===== src/rtl/sram_bist.sv =====
// Built-in self-test for the DE0-Nano SRAM user interface: a write pass of a
// selectable pattern over 0..LAST_ADDR, then a read-back and compare pass.
module sram_bist #(
    parameter int                 ADDR_W    = 19,
    parameter int                 DATA_W    = 16,
    parameter logic [ADDR_W-1:0]  LAST_ADDR = ADDR_W'(19'h7FFFF),
    parameter int                 WE_CYCLES = 2,
    parameter int                 RD_WAIT   = 2
) (
    input  logic              CLOCK_50,
    input  logic              rst,
    input  logic              start,
    input  logic [1:0]        pattern_sel,
    output logic              busy,
    output logic              done,
    output logic              pass,
    output logic [15:0]       err_count,
    output logic [ADDR_W-1:0] first_err_addr,
    output logic [DATA_W-1:0] first_err_data,
    output logic [ADDR_W-1:0] mem_addr,
    output logic [DATA_W-1:0] mem_wdata,
    input  logic [DATA_W-1:0] mem_rdata,
    output logic              mem_we,
    output logic [2:0]        o_dbg_state
);

    typedef enum logic [2:0] {
        S_IDLE     = 3'd0,
        S_WR_SET   = 3'd1,
        S_WR_PULSE = 3'd2,
        S_WR_HOLD  = 3'd3,
        S_RD_SET   = 3'd4,
        S_RD_WAIT  = 3'd5,
        S_RD_CMP   = 3'd6,
        S_FIN      = 3'd7
    } state_t;

    state_t            r_state;
    state_t            w_next;
    logic [15:0]       r_cnt;
    logic [1:0]        r_pat;
    logic [ADDR_W-1:0] r_addr;
    logic [15:0]       r_err_cnt;
    logic [ADDR_W-1:0] r_first_addr;
    logic [DATA_W-1:0] r_first_data;
    logic              r_mem_we;
    logic              w_accept;
    logic              w_last;
    logic              w_mismatch;
    logic [DATA_W-1:0] w_expect;

    function automatic logic [DATA_W-1:0] pattern_of(input logic [1:0] sel,
                                                      input logic [ADDR_W-1:0] a);
        logic [15:0] one;
        logic [15:0] p;
        one = 16'h0001;
        case (sel)
            2'd0:    p = a[15:0];
            2'd1:    p = ~a[15:0];
            2'd2:    p = a[0] ? 16'hAAAA : 16'h5555;
            default: p = one << a[3:0];
        endcase
        return DATA_W'(p);
    endfunction

    assign w_expect   = pattern_of(r_pat, r_addr);
    assign w_last     = (r_addr == LAST_ADDR);
    assign w_mismatch = (mem_rdata != w_expect);
    assign w_accept   = start && ((r_state == S_IDLE) || (r_state == S_FIN));

    always_comb begin
        w_next = r_state;
        case (r_state)
            S_IDLE, S_FIN: if (start) w_next = S_WR_SET;
            S_WR_SET:      w_next = S_WR_PULSE;
            S_WR_PULSE:    if (r_cnt == 16'(WE_CYCLES - 1)) w_next = S_WR_HOLD;
            S_WR_HOLD:     w_next = w_last ? S_RD_SET : S_WR_SET;
            S_RD_SET:      w_next = (RD_WAIT > 1) ? S_RD_WAIT : S_RD_CMP;
            S_RD_WAIT:     if (r_cnt == 16'(RD_WAIT - 2)) w_next = S_RD_CMP;
            S_RD_CMP:      w_next = w_last ? S_FIN : S_RD_SET;
            default:       w_next = S_IDLE;
        endcase
    end

    always_ff @(posedge CLOCK_50) begin
        if (rst) begin
            r_state      <= S_IDLE;
            r_cnt        <= '0;
            r_pat        <= '0;
            r_addr       <= '0;
            r_err_cnt    <= '0;
            r_first_addr <= '0;
            r_first_data <= '0;
            r_mem_we     <= 1'b0;
        end else begin
            r_state  <= w_next;
            // Per-state dwell counter restarts whenever the state changes.
            r_cnt    <= (w_next != r_state) ? 16'd0 : r_cnt + 16'd1;
            r_mem_we <= (w_next == S_WR_PULSE);
            if (w_accept) begin
                r_pat        <= pattern_sel;
                r_addr       <= '0;
                r_err_cnt    <= '0;
                r_first_addr <= '0;
                r_first_data <= '0;
            end else if (r_state == S_WR_HOLD) begin
                r_addr <= w_last ? '0 : r_addr + 1'b1;
            end else if (r_state == S_RD_CMP) begin
                if (!w_last) r_addr <= r_addr + 1'b1;
                if (w_mismatch) begin
                    if (r_err_cnt == 16'd0) begin
                        r_first_addr <= r_addr;
                        r_first_data <= mem_rdata;
                    end
                    if (r_err_cnt != 16'hFFFF) r_err_cnt <= r_err_cnt + 16'd1;
                end
            end
        end
    end

    assign busy           = (r_state != S_IDLE) && (r_state != S_FIN);
    assign done           = (r_state == S_FIN);
    assign pass           = done && (r_err_cnt == 16'd0);
    assign err_count      = r_err_cnt;
    assign first_err_addr = r_first_addr;
    assign first_err_data = r_first_data;
    assign mem_addr       = r_addr;
    assign mem_wdata      = w_expect;
    assign mem_we         = r_mem_we;
    assign o_dbg_state    = r_state;

endmodule


===== config.mk =====
export PLATFORM = sky130hd
export DESIGN_NAME = sram_bist
export DESIGN_NICKNAME = d
export VERILOG_FILES = /design/src/rtl/sram_bist.sv
export SDC_FILE = /design/constraint.sdc
export NUM_CORES = 1
export LEC_CHECK = 0
export BUFFER_PORTS_ARGS = -buffer_cell sky130_fd_sc_hd__buf_4
export CORE_ASPECT_RATIO = 1.2
export CORE_MARGIN = 4
export CORE_UTILIZATION = 45
export DETAILED_ROUTE_END_ITERATION = 10
export GPL_ROUTABILITY_DRIVEN = 0
export PLACE_DENSITY_LB_ADDON = 0.2
export SLEW_MARGIN = 10
export SYNTH_ARGS = -nofsm -noshare
export SYNTH_HDL_FRONTEND = slang
export SYNTH_SLANG_ARGS = --single-unit

===== constraint.sdc =====
create_clock -name CLOCK_50 -period 2.9 [get_ports CLOCK_50]
set_input_delay 0.29 -clock CLOCK_50 [delete_from_list [all_inputs] [get_ports CLOCK_50]]
set_output_delay 0.29 -clock CLOCK_50 [all_outputs]
set_load 0.1 [all_outputs]

# After elaboration in Yosys (flattened, before gate mapping)
# Cells that the tools add are included.
[word_totals]
regBits = 92
input_bits = 21
output_inout_bits = 93
elab_cells = 59
[classes]
addsub = 3
eq_ne = 17
n_shift = 1
n_mux = 12
n_bitwise = 2
n_reduce_logical = 16
[ops]
columns = ["operator", "n"]
rows = [
  ["19-bit two-way mux", 4],
  ["16-bit case mux with 3 select lines", 1],
  ["16-bit by 1-bit adder with 16-bit output (second input constant)", 2],
  ["16-bit zero test", 2],
  ["3-bit case mux with 7 select lines", 1],
  ["19-bit by 1-bit adder with 19-bit output (second input constant)", 1],
  ["19-bit equality test (second input constant)", 1],
  ["16-bit by 1-bit equality test with 1-bit output (second input constant)", 1],
  ["16-bit two-way mux", 1],
  ["16-bit inequality test", 1],
  ["16-bit inequality test (second input constant)", 1],
  ["16-bit NOT", 1],
  ["1-bit by 4-bit << shifter with 16-bit output (first input constant)", 1],
  ["3-bit equality test (second input constant)", 4],
  ["3-bit two-way mux", 4],
  ["3-bit by 2-bit equality test with 1-bit output (second input constant)", 3],
  ["4-bit AND reduction", 2],
  ["2-bit OR reduction", 3],
  ["3-bit by 1-bit equality test with 1-bit output (second input constant)", 1],
  ["1-bit logical AND", 3],
  ["3-bit zero test", 1],
  ["3-bit inequality test", 1],
  ["3-bit inequality test (second input constant)", 1],
  ["3-bit nonzero test", 1],
  ["other kinds (9)", 9],
]

# Depth between registers and ports, before layout
# Gate-level depths: netlist of the first run.
[logic_depth]
ltp_word = 5
mapped_depth = 14
mapped_depth_nobuf = 11

# Worst setup path after synthesis of the first run
# OpenSTA, ideal clock, no wires.
[synth_path]
path_type = "reg2reg"
from = "register r_addr[0] (netlist: mem_addr[0])"
to = "register r_first_addr[7] (netlist: first_err_addr[7])"
setup_ns = 0.128
t_arrival_ns = 4.589
required_ns = 2.772
setup_slack_ns = -1.816
stages_incl_launch_ff = 13
n_path_buf = 2
synth_period_minus_slack_ns = 4.716
cell_sequence = "dfxtp_1 -> ha_1 -> ha_1 -> nand3_1 -> a31oi_1 -> xor2_1 -> a211oi_1 -> nand4_2 -> nor3b_2 -> buf_6 -> buf_6 -> mux2i_1 -> nor2_1"
[synth_between]
elab_chain_len = 4
elab_cells_between_ends = 6
cone_classes = "eq/ne: 1; shift: 1; mux: 2; bitwise: 1; reduce/logical: 1"
[synth_rtl]
columns = ["item", "line_no", "rtl"]
rows = [
  ["from (decl)", "42", "logic [ADDR_W-1:0] r_addr;"],
  ["from (signal assigned)", "107", "r_addr <= w_last ? '0 : r_addr + 1'b1;"],
  ["from (signal assigned)", "109", "if (!w_last) r_addr <= r_addr + 1'b1;"],
  ["1-bit by 4-bit << shifter with 16-bit output or 16-bit two-way mux (tied branches)", "61, 60", ""],
  ["16-bit case mux with 3 select lines (*)", "57", "case (sel)"],
  ["via mem_wdata[15]", "21", "output logic [DATA_W-1:0] mem_wdata,"],
  ["16-bit inequality test (*)", "68", "assign w_mismatch = (mem_rdata != w_expect);"],
  ["4-bit AND reduction (no source line) (*)", "n/a", ""],
  ["to (signal assigned)", "112", "r_first_addr <= r_addr;"],
  ["to (decl)", "44", "logic [ADDR_W-1:0] r_first_addr;"],
]
# The timed path passes the listed nets; every way through them passes the cells marked *.
# A chain may end at the register's enable or synchronous reset.

# Final worst setup path of the first run
[layout_path]
from = "register r_addr[1] (netlist: mem_addr[1])"
to = "register r_addr[16] (netlist: mem_addr[16])"
[layout_between]
elab_chain_len = 4
elab_cells_between_ends = 8
cone_classes = "add/sub: 1; eq/ne: 2; mux: 4; reduce/logical: 1"
[layout_rtl]
columns = ["item", "line_no", "rtl"]
rows = [
  ["19-bit by 1-bit adder with 19-bit output", "107, 109", ""],
  ["19-bit two-way mux", "109", ""],
  ["19-bit two-way mux", "108", "end else if (r_state == S_RD_CMP) begin"],
  ["19-bit two-way mux", "106", "end else if (r_state == S_WR_HOLD) begin"],
]
# Parallel ways exist; a longest one is shown, timed or not. The select of a mux whose other input is x is not followed.

==> metrics, run 1 <==
clk sinks=92; pwr dens=between 400 and 500 nW/um2; Ant. Diodes=0; Total Power Consumption=~3.0 mW; Post-Syn Nets=between 600 and 700; vias in the first global route=about 4.5k; most common cell after layout, fill and taps aside=buf_4; maximum clock frequency=around 370 MHz; endpoints failing setup=0; largest net degree at the start of global routing=31; hpwl dp=9970 um; Num CTS Buffers=9; Synth area leader=dfxtp_1; row cnt=41; H-tree Lvls=3; crit path launch type=register; Total Wirelength=approximately 13,000 um; final instance count without filler cells=roughly 850; first-pass GRT wire length=21,600 um; VDD IR max=~0.3 mV; Vert. Die Dim=about 120 um; dominant cells by area after synthesis=dfxtp_1, nor2_1, mux2i_1; WL/cell=15.7 um; status=finished, final reports clean; post-layout instance area=6450 um2; minimum clock period=between 2000 and 3000 ps; Slew @ Worst Pin=505 ps; register area share after synthesis=0.377; dpl ws=approximately 67 ps; async set or reset register ratio after synthesis=0; Vias=around 4.6k; CTS tree=yes; CP required=3130 ps; Final Hold Vio Count=0; PortBufs=around 110; critical-path maximum fanout=8; share of layout cells above drive strength 1=0.285; final setup margin=222 ps; TNS Setup=0 ps; Post-Syn Instances=approximately 600; Worst setup EP type=register; MaxCap Viol Count=0; Layout Nets=roughly 740; Pre-antenna DRT Iters=4; Initial Utilization=0.463; initial antenna violation count=0; max_slew headroom=0.661; count of pins over their slew limit=0; prevailing post-synth register cell=dfxtp_1; unrepaired setup endpoints after global routing=false; I/O Pins=between 100 and 150; CTS root buf=clkbuf_16; post-synth cell types=58; post-layout util=0.611; number of synthesized flops with an enable pin=0; Reg clk slew, reported paths=~70 ps; Worst Skew=approximately 6.5 ps; Worst Hold Slack=144 ps; post-synth top area share=0.377; Leak=around 2.6 nW; synthesized area=4890 um2; Area growth, synth to finish=32.0%; Detail Route Antenna Nets=0; CP Data Arrival Time=roughly 2900 ps; Synth Area per Inst=8.30 um2; Residual DRC=0; die area=12,600 um2; Crit Path Category=register to register; DR vias/cell=around 5.4; Period Utilization, post-route=0.923; GRT Residual Overflow=0; YS warnings=0; die width=roughly 100 um; Starting DRT DRC Count=roughly 130; gr usage total=0.214; placed insts=between 800 and 900; synthesis-stage register bit count=between 90 and 100; core outline area=10,600 um2; Clock Tree Buf Depth=2; dpl cell area=approximately 6000 um2; worst skew pair latency=around 340 ps; HP Class=primary input to register; most frequent cells in the layout=buf_4, nor2_1, dfxtp_1, nand2_1, mux2i_1
[synth_stat cells (all sizes together), types with 10 or more instances]
cell type / n
xor2: 36
nor3: 12
nor2: 109
nand4: 14
and3: 13
mux2i: 40
dfxtp: 92
inv: 28
o21ai: 10
nand2: 44
nand3: 22
ha: 11
clkbuf: 11
xnor2: 21
buf: 20
a21oi: 19
[layer usage]
| metal | share of wire | global-route usage | routed length, um | up-vias |
|---|---|---|---|---|
| li1 | - | - | - | 2264 |
| met1 | 0.41 | 0.268 | 5410 | 2180 |
| met2 | 0.52 | 0.370 | 6940 | 107 |
| met3 | 0.052 | 0.0338 | 691 | 17 |
| met4 | 0.016 | 0.0753 | 215 | 0 |
| met5 | 0 | 0 | 0 | - |
[path summary, 6_finish.rpt]
kind,start,end,slack (ps),cells past startpoint
max,mem_addr[1],mem_addr[16],220,11
min,rst,r_pat[1],140,2
max reg2reg,mem_addr[1],mem_addr[16],220,11
min reg2reg,first_err_addr[0],first_err_addr[0],500,2
[cell type report]
class,count,area [um2]
multi-input combinational,438,2940
timing repair buffer,142,1100
fill,934,4120
sequential,92,1870
inverter,28,108
clock inverter,5,37.5
tap,129,161
clock buffer,11,233
[report_power, final]
part	internal (mW)	total [mW]	switching (mW)	leakage, nW
Sequential	1.27	1.29	0.0181	0.749
Clock	0.586	1.08	0.497	0.131
Combinational	0.173	0.613	0.441	1.76
Total	2.03	2.98	0.956	2.64
[kinds of logic (layout without fill, tap and decap cells)]
kind of cell | Yosys count | count (layout) | synth area share
adders and majority gates | 11 | 11 | 0.0281
and+or+nand+nor | 254 | 254 | 0.246
buffers and inverters | 59 | 186 | 0.0601
xor gates and xnor gates | 57 | 57 | 0.102
DFF | 92 | 92 | 0.377
muxes | 41 | 41 | 0.0842
AOI/OAI and AO/OA | 75 | 75 | 0.103
[critical path, stage by stage, from the launching register on]
cell,delay [ps]
dfxtp_4,420
ha_4,160
buf_4,130
nand2_1,50
or2_2,310
nor3_2,330
nor3b_1,150
o21ai_1,450
nor3_1,180
nand3_1,150
xor2_1,180
nor2_1,50
[sequential cells by signal, summed over array words and instances (netlist names)]
| register | cells |
|---|---|
| err_count | 16 |
| first_err_addr | 19 |
| first_err_data | 16 |
| mem_addr | 19 |
| mem_we | 1 |
| o_dbg_state | 3 |
| r_cnt | 16 |
| r_pat | 2 |
[repair_timing]
item                                    4_1_cts  5_1_grt
setup buffers                                 0        1
endpoints found under the setup margin        0       46
hold endpoints to repair                      0        0
gates resized for setup                       0        4
hold buffers                                  0        0
Power figures use the tool's default switching activity.
==> run 2: changes to the inputs <==
--- a/config.mk
+++ b/config.mk
@@ -8,7 +8,7 @@
 export BUFFER_PORTS_ARGS = -buffer_cell sky130_fd_sc_hd__buf_4
 export CORE_ASPECT_RATIO = 1.2
 export CORE_MARGIN = 4
-export CORE_UTILIZATION = 45
+export CORE_UTILIZATION = 50
 export DETAILED_ROUTE_END_ITERATION = 10
 export GPL_ROUTABILITY_DRIVEN = 0
 export PLACE_DENSITY_LB_ADDON = 0.2
==> run 2 against run 1 <==
Net effect: clock power increased by 16%; first-iteration DRC count increased by 67%; die area decreased by 9.3%; sequential power about the same; combinational power increased by 3%; count of clock-buffer cells in the layout increased by 1; core utilization increased by 8.1 points; wire length decreased by 2.1%; clock skew increased by 0.63 ps; critical endpoint is now r_cnt[13]; highest routed layer unchanged.
==> metrics, run 2 (synthesized netlist as in run 1, its figures left out) <==
status=finished, final reports clean (unchanged); H-tree Lvls=3 (unchanged); Reg clk slew, reported paths=70 ps (about the same); CP Data Arrival Time=2950 ps (was 2910 ps); placed insts=833 (was 828); Vert. Die Dim=116 um (was 122 um); CP required=3180 ps (was 3130 ps); Residual DRC=0 (unchanged); Crit Path Category=register to register (unchanged); first-pass GRT wire length=21,200 um (was 21,600 um); Pre-antenna DRT Iters=5 (was 4); Worst Skew=7.09 ps (was 6.46 ps); Leak=2.72 nW (was 2.64 nW); most frequent cells in the layout=buf_4, nor2_1, dfxtp_1, nand2_1, mux2i_1 (unchanged); CTS tree=yes (unchanged); Clk network pwr share=0.396 (was 0.363); Area growth, synth to finish=34.6% (was 32.0%); Final Hold Vio Count=0 (unchanged); largest net degree at the start of global routing=36 (was 31); switching power share of the total=0.306 (was 0.321); CTS root buf=clkbuf_16 (unchanged); crit-path max cell delay=410 ps (was 450 ps); I/O Pins=114 (unchanged); Total Power Consumption=3.17 mW (was 2.98 mW); worst skew pair latency=350 ps (was 340 ps); DR vias/cell=5.44 (was 5.41); Total Wirelength=13,000 um (was 13,300 um); gr usage total=0.228 (was 0.214); MaxCap Viol Count=0 (unchanged); pwr dens=482 nW/um2 (was 462 nW/um2); minimum clock period=2670 ps (was 2680 ps); die width=98.3 um (was 103 um); hpwl dp=9850 um (was 9970 um); count of pins over their slew limit=0 (unchanged); endpoints failing setup=0 (unchanged); sequential power share=0.405 (was 0.431); row cnt=39 (was 41); clk sinks=92 (unchanged); Internal=2.20 mW (was 2.03 mW); core outline area=9520 um2 (was 10,600 um2); HP Class=primary input to register (unchanged); WL/cell=15.3 um (was 15.7 um); final instance count without filler cells=850 (was 845); Worst setup EP type=register (unchanged); combinational cell fraction of total power=0.200 (was 0.206); Detail Route Antenna Nets=0 (unchanged); Vias=4,623 (was 4,568); die area=11,400 um2 (was 12,600 um2); critical path's most frequent cell=nand2_1; Clock Tree Buf Depth=2 (unchanged); final setup margin=225 ps (was 222 ps); most common cell after layout, fill and taps aside=buf_4 (unchanged); maximum clock frequency=374 MHz (was 373 MHz); share of layout cells above drive strength 1=0.294 (was 0.285); dpl ws=-9.37 ps (was 66.9 ps); vias in the first global route=4,365 (was 4,456); # hold bufs at CTS=0 (unchanged); Ant. Diodes=0 (unchanged); GRT Residual Overflow=0 (unchanged); max_slew headroom=0.514 (was 0.661); CP Cell Sequence=ha_4, buf_4, nand2_1, or2_2, nor3_2, a21oi_1, o21ai_0, mux2i_1, nand2_1, nor2_1 (was ha_4, buf_4, nand2_1, or2_2, nor3_2, nor3b_1, o21ai_1, nor3_1, nand3_1, xor2_1, nor2_1); Slew @ Worst Pin=729 ps (was 505 ps); CP max stage cell=dfxtp_4 (was o21ai_1); Period Utilization, post-route=0.922 (was 0.923); Starting DRT DRC Count=212 (was 127); Initial Utilization=0.514 (was 0.463); unrepaired setup endpoints after global routing=false (unchanged); crit path launch type=register (unchanged); PortBufs=113 (unchanged); P_sw=969 uW (was 956 uW); Num CTS Buffers=9 (unchanged); Layout Nets=754 (was 743); VDD IR max=0.430 mV (was 0.302 mV); critical-path maximum fanout=15 (was 8); initial antenna violation count=0 (unchanged)
[run 2: worst max-delay path: cells and delay by family (launching register included)]
family | cells | cell delay, ps
mux | 1 | 290
simple gates | 5 | 1220
buf+inv | 1 | 130
flops | 1 | 410
fa+ha+maj | 1 | 160
compound gates | 2 | 400
[run 2: metrics by stage]
stage	area [um2]	hold slack (ps)	TNS, ps	util
after global routing	6580	147	0	0.692
after floorplan	5110	359	-6820	-
after CTS	6580	135	0	0.691
after detailed placement	6250	480	-12.7	0.657
final	6580	145	0	0.692
after global placement	6250	473	0	0.657
[run 2: worst paths after layout]
check / startpoint / endpoint / slack, ps / depth (start not counted)
max: mem_addr[1] / r_cnt[13] / 230 / 10
min: rst / o_dbg_state[0] / 140 / 2
max reg2reg: mem_addr[1] / r_cnt[13] / 230 / 10
min reg2reg: first_err_data[12] / first_err_data[12] / 490 / 2
[run 2: area by class of cell]
cell class | count | area (um2)
Inverter | 28 | 108
Fill cell | 791 | 2930
Timing Repair Buffer | 153 | 1200
Clock inverter | 4 | 52.6
Multi-Input combinational cell | 438 | 2930
Tap cell | 123 | 154
Clock buffer | 12 | 268
Sequential cell | 92 | 1870
[run 2: power by group through the flow]
stage	Clock (mW)	Sequential, mW	Combinational [mW]
3_5_place_dp	0	1.31	0.632
6_report	1.25	1.28	0.633
4_1_cts	1.27	1.28	0.633
3_3_place_gp	0	1.31	0.625
2_1_floorplan	0	1.34	0.436
5_1_grt	1.33	1.28	0.664
[run 2: metal layers]
metal	part of all wire	wire length (um)	global-route usage
met5	0	0	0
met4	0.027	356	0.104
met3	0.054	703	0.0460
met2	0.51	6660	0.400
met1	0.40	5260	0.272
[run 2: timing repair]
| action | 4_1_cts | 5_1_grt |
|---|---|---|
| pin swaps | 0 | 0 |
| endpoints found under the setup margin | 7 | 2 |
| resized for setup | 0 | 1 |
| setup buffers | 1 | 0 |
